### config.mk
export PLATFORM = sky130hd
export DESIGN_NAME = i2c_tx_fifo
export DESIGN_NICKNAME = d
export VERILOG_FILES = /design/src/rtl/i2c_pkg.sv /design/src/rtl/i2c_rise_detect.sv /design/src/rtl/i2c_tx_fifo.sv
export SDC_FILE = /design/constraint.sdc
export NUM_CORES = 1
export LEC_CHECK = 0
export CAP_MARGIN = 10
export CORE_UTILIZATION = 39
export DETAILED_ROUTE_END_ITERATION = 8
export GPL_TIMING_DRIVEN = 0
export SYNTH_ARGS = -nofsm -noshare
export SYNTH_HDL_FRONTEND = slang
export SYNTH_SLANG_ARGS = --single-unit
### constraint.sdc
create_clock -name pclk_i -period 3.7 [get_ports pclk_i]
set_input_delay 0.555 -clock pclk_i [delete_from_list [all_inputs] [get_ports pclk_i]]
set_output_delay 0.555 -clock pclk_i [all_outputs]
set_load 0.05 [all_outputs]
### src/rtl/i2c_pkg.sv
// Constants shared by the I2C transmit and receive FIFOs.
package i2c_pkg;
    localparam int I2C_DATA_WIDTH    = 8;
    localparam int I2C_TX_FIFO_DEPTH = 4;
endpackage

### src/rtl/i2c_rise_detect.sv
// Turns a level into a one-cycle pulse on its low-to-high transition.
module i2c_rise_detect (
    input  logic pclk_i,
    input  logic preset_i,
    input  logic level_i,
    output logic pulse_o
);
    logic level_q;

    always_ff @(posedge pclk_i or posedge preset_i) begin
        if (preset_i) begin
            level_q <= 1'b0;
        end else begin
            level_q <= level_i;
        end
    end

    assign pulse_o = level_i & ~level_q;
endmodule

### src/rtl/i2c_tx_fifo.sv
// Transmit byte FIFO between the register block and the I2C core, with
// sticky overflow/underflow flags and a registered pop data output.
module i2c_tx_fifo
    import i2c_pkg::*;
#(
    parameter int DATA_WIDTH = I2C_DATA_WIDTH,
    parameter int DEPTH      = I2C_TX_FIFO_DEPTH,
    parameter int ADDR_WIDTH = $clog2(DEPTH)
) (
    input  logic                  pclk_i,
    input  logic                  preset_i,
    input  logic                  flush_i,
    input  logic                  write_enable_i,
    input  logic [DATA_WIDTH-1:0] write_data_i,
    input  logic                  read_enable_i,
    output logic [DATA_WIDTH-1:0] read_data_o,
    output logic                  full_o,
    output logic                  empty_o,
    output logic [ADDR_WIDTH:0]   count_o,
    output logic                  overflow_o,
    output logic                  underflow_o
);
    localparam logic [ADDR_WIDTH:0] DEPTH_CNT = (ADDR_WIDTH+1)'(DEPTH);

    logic [DATA_WIDTH-1:0] mem [DEPTH];
    logic [ADDR_WIDTH-1:0] wptr_reg;
    logic [ADDR_WIDTH-1:0] rptr_reg;
    logic [ADDR_WIDTH:0]   count_reg;
    logic [DATA_WIDTH-1:0] read_data_reg;
    logic                  overflow_reg;
    logic                  underflow_reg;
    logic                  push_req;
    logic                  push_ok;
    logic                  pop_ok;

    // A held write level must push only once.
    i2c_rise_detect u_push_edge (
        .pclk_i   (pclk_i),
        .preset_i (preset_i),
        .level_i  (write_enable_i),
        .pulse_o  (push_req)
    );

    // A pop frees a slot in the same cycle, so a full FIFO still accepts a push.
    always_comb begin
        pop_ok  = read_enable_i & (count_reg != '0);
        push_ok = push_req & ((count_reg != DEPTH_CNT) | pop_ok);
    end

    always_ff @(posedge pclk_i) begin
        if (push_ok && !flush_i) begin
            mem[wptr_reg] <= write_data_i;
        end
    end

    always_ff @(posedge pclk_i or posedge preset_i) begin
        if (preset_i) begin
            wptr_reg      <= '0;
            rptr_reg      <= '0;
            count_reg     <= '0;
            read_data_reg <= '0;
            overflow_reg  <= 1'b0;
            underflow_reg <= 1'b0;
        end else if (flush_i) begin
            wptr_reg      <= '0;
            rptr_reg      <= '0;
            count_reg     <= '0;
            overflow_reg  <= 1'b0;
            underflow_reg <= 1'b0;
        end else begin
            if (push_ok) begin
                wptr_reg <= wptr_reg + ADDR_WIDTH'(1);
            end
            if (pop_ok) begin
                rptr_reg      <= rptr_reg + ADDR_WIDTH'(1);
                read_data_reg <= mem[rptr_reg];
            end
            case ({push_ok, pop_ok})
                2'b10:   count_reg <= count_reg + (ADDR_WIDTH+1)'(1);
                2'b01:   count_reg <= count_reg - (ADDR_WIDTH+1)'(1);
                default: count_reg <= count_reg;
            endcase
            if (push_req && !push_ok) begin
                overflow_reg <= 1'b1;
            end
            if (read_enable_i && !pop_ok) begin
                underflow_reg <= 1'b1;
            end
        end
    end

    assign read_data_o = read_data_reg;
    assign count_o     = count_reg;
    assign full_o      = (count_reg == DEPTH_CNT);
    assign empty_o     = (count_reg == '0);
    assign overflow_o  = overflow_reg;
    assign underflow_o = underflow_reg;
endmodule
==> run summary <==
The run finished with clean final reports. Summing all multi-input logic gate instances after layout gives 650.6 um2. The die width is 75.53 um. The first global-routing pass estimated 6023 um of wire.

Cell internal power was estimated by the tool at 1.043 mW. After detailed routing, the number of remaining DRC violations is 0. Summing internal, switching and leakage power gives 1.524 mW.

The achievable frequency is 378.1 MHz, and the average routed wire per standard cell is 16.06 um. Worst setup slack for register-to-register paths: 1180 ps. The sequential cell area is 1411 um2. For the worst setup path, the data arrival time is 2090 ps. Summed over all nets, the switching power comes to 0.4805 mW. The tree is rooted in a sky130_fd_sc_hd__clkbuf_8. The register with the most flip-flops in the layout has 32 of them. The tools report the count of endpoints failing hold in the final timing report as 0. Clock-pin slew was measured on the worst setup and hold paths at 80 ps. The count of inserted antenna diode cells was 0; the maximum number of pins on one net before global-route repair was 19.

In this run the post-CTS setup repair buffer count came out at 0. TritonCTS built the clock tree. Buffers inserted to repair hold after CTS numbered 0. The floorplan step set the die height to 75.53 um. For the cell total after placement, the log shows 225. The run gives 0 as the initial antenna violation count. The combinational fraction of design power was 0.292; the switching part of the total was 0.3154. The tool flagged a number of max-cap violations equal to 0. The run gives 233 as the number of cells in the finished layout apart from fillers. Clock tree skew after final layout: 5.473 ps. The average instance in the mapped netlist occupies 16.47 um2. During placement, the flow inserted port buffers numbering 27. STA classifies the critical path startpoint as a register. For this run, the detailed router's first-pass iteration total came to 4. For this run the aggregate overflow at the end of global routing stands at 0. The finished layout cell area is 2582 um2, and the total of flip-flops plus latches after synthesis is 50. After the first detailed-routing iteration, the DRC count stood at 37.

The time the final worst path needs with I/O delays and setup is 2645 ps. The clock drives 50 sinks. The worst slew margin relative to its limit came out at 0.5082.

The largest register by flop count is mem. Die area: 5704 um2. The run gives 0.6694 as the sequential element share of the synthesized area. The fraction of the cycle the final worst path needs is 0.7148.

The logs give 0.4993 for the utilization of the core after routing and 28 for the count of pins on the block boundary. The reported leakage power is 0.9225 nW, and the post-route worst setup slack is 1055 ps. After synthesis, the cell types taking the most area are sky130_fd_sc_hd__edfxtp_1, sky130_fd_sc_hd__dfrtp_1, sky130_fd_sc_hd__mux4_2. IR analysis of the VDD net gives a maximum drop of 0.4029 mV. The type of element capturing the critical path is a primary output. From synthesis to final layout, the design area changed by 22.49%.

Hold is met by 501.3 ps. The critical-path maximum fanout came out at 8. The placed instances occupy a cell area of 2466 um2. Post-placement worst setup slack: 730.8 ps. The commonest cells after synthesis are sky130_fd_sc_hd__edfxtp_1, sky130_fd_sc_hd__dfrtp_1, sky130_fd_sc_hd__nor2_1, sky130_fd_sc_hd__mux2_2, sky130_fd_sc_hd__mux4_2. The worst setup path is of the register to primary output kind. The largest total area in the synthesized netlist belongs to sky130_fd_sc_hd__edfxtp_1.

In this run, distinct cell masters in the synthesized netlist total 34. Most common flop cell mapped by yosys: sky130_fd_sc_hd__edfxtp_1. The global-route total usage across every layer came out at 0.1538. Setup repair after global routing left no endpoint under its margin. Once detail routing completed, the nets flagged for antenna violations numbered 0. Setup violations remaining at the end of the flow were counted as 0. The clock passes through at most 2 buffers.

Synthesis produced 128 cells. The most common cell in the synthesized netlist is sky130_fd_sc_hd__edfxtp_1. Via count of the first global-routing pass: 1235. In this run the worst hold path is classified as register to register. The wire-length estimate of the detail-placed layout is 2491 um.

The aggregate negative setup slack is 0 ps, and the worst-margin pin slew is 736.9 ps. The async set or reset register ratio after synthesis was 0.3600; the share of total power in sequential cells was 0.450. The number of nets handed over by synthesis was 146. The count of cells resized by post-cts repair was 0. Clock tree synthesis inserted a total of 5 buffers. The share of layout cells above drive strength 1 came out at 0.1840. The floorplan has 26 rows. The run gives 2108 um2 as the post-synthesis cell area.

In this run the power density over the cells is 590.0 nW/um2. The synthesized design contains 32 enable-type register cells. After detailed routing, the number of vias per cell comes to 5.052. The initial core utilization is 0.4076.

For the worst setup path, the data required time is 3140 ps. The tools report the fill cell instance count of the final layout as 431. The H-tree was split into 2 levels.

The total area inside the core boundary comes to 5172 um2. The congestion estimate from routability-driven global placement came to 0.7557. The clock latency of the later-clocked register in the worst-skew pair is 300 ps.

The count of warnings emitted by yosys was 0. Detailed routing inserted a total of 1177 vias. After the last flow step, the layout net total stands at 180.

The total wire length after detailed routing is 3741 um. The share of Yosys cell area claimed by the top area cell type came out at 0.4558. The final number of max-transition violations was 0; the clock network fraction of design power was 0.258.
## critical path, stage by stage, from the launching register on
cell	delay (ps)
sky130_fd_sc_hd__dfrtp_1	500
sky130_fd_sc_hd__inv_1	130
sky130_fd_sc_hd__nor3_1	290
sky130_fd_sc_hd__clkdlybuf4s50_1	860
## cells in the final DEF, fill, tap and decap left out, types with 2 or more instances in the layout
master	instances
sky130_fd_sc_hd__and2_1	4
sky130_fd_sc_hd__xor2_1	2
sky130_fd_sc_hd__o21ai_0	2
sky130_fd_sc_hd__ha_1	4
sky130_fd_sc_hd__mux2_2	8
sky130_fd_sc_hd__a21oi_1	2
sky130_fd_sc_hd__dfrtp_1	18
sky130_fd_sc_hd__clkbuf_8	6
sky130_fd_sc_hd__mux4_2	8
sky130_fd_sc_hd__nor2_1	12
sky130_fd_sc_hd__edfxtp_1	32
sky130_fd_sc_hd__a211oi_1	2
sky130_fd_sc_hd__buf_2	4
sky130_fd_sc_hd__nor3b_1	2
sky130_fd_sc_hd__clkdlybuf4s50_1	27
sky130_fd_sc_hd__xnor2_1	2
sky130_fd_sc_hd__nor3_1	2
sky130_fd_sc_hd__clkbuf_1	2
sky130_fd_sc_hd__mux2i_1	2
sky130_fd_sc_hd__inv_1	5
## area by class of cell
cell class,instances,share of cell area
sequential,50,0.5465
multi-input combinational,67,0.2519
timing repair buffer,27,0.1047
tap,70,0.03391
clock buffer,7,0.03343
clock inverter,1,0.01163
buffer,6,0.01066
inverter,5,0.007267
## final timing paths
path                                         start                    endpoint  depth (start not counted)
max                         count_o[2]$_DFFE_PP0P_                      full_o                          3
min                        underflow_o$_DFFE_PP0P_     underflow_o$_DFFE_PP0P_                          2
max reg2reg                 count_o[1]$_DFFE_PP0P_      count_o[2]$_DFFE_PP0P_                          7
min reg2reg                underflow_o$_DFFE_PP0P_     underflow_o$_DFFE_PP0P_                          2
max in group asynchronous                 preset_i     rptr_reg[0]$_DFFE_PP0P_                          2
min in group asynchronous                 preset_i  read_data_o[3]$_DFFE_PP0P_                          2
## power groups by stage
stage | combinational, mW | sequential [mW] | clock, mW
final | 0.445 | 0.685 | 0.394
after global routing | 0.470 | 0.694 | 0.413
after CTS | 0.449 | 0.688 | 0.402
after detailed placement | 0.448 | 0.700 | 0
after global placement | 0.444 | 0.698 | 0
after floorplan | 0.130 | 0.867 | 0
## metal layers
layer / up-vias / GRT usage / routed length (um)
li1: 544 / - / -
met1: 599 / 0.1817 / 1585
met2: 27 / 0.2629 / 1960
met3: 7 / 0.03175 / 110
met4: 0 / 0.08642 / 85
met5: - / 0 / 0
## cells by family (layout without fill, tap and decap cells)
family          count (synthesis)  in the layout  share of synthesized area
flops                          50             50                     0.6694
simple gates                   27             27                    0.06706
mux                            18             18                     0.1377
compound gates                 13             13                    0.05401
buf+inv                        11             46                    0.02196
fa+ha+maj                       5              5                    0.03324
xor+xnor                        4              4                    0.01662
Note: power is estimated with default switching activity, not from simulation.
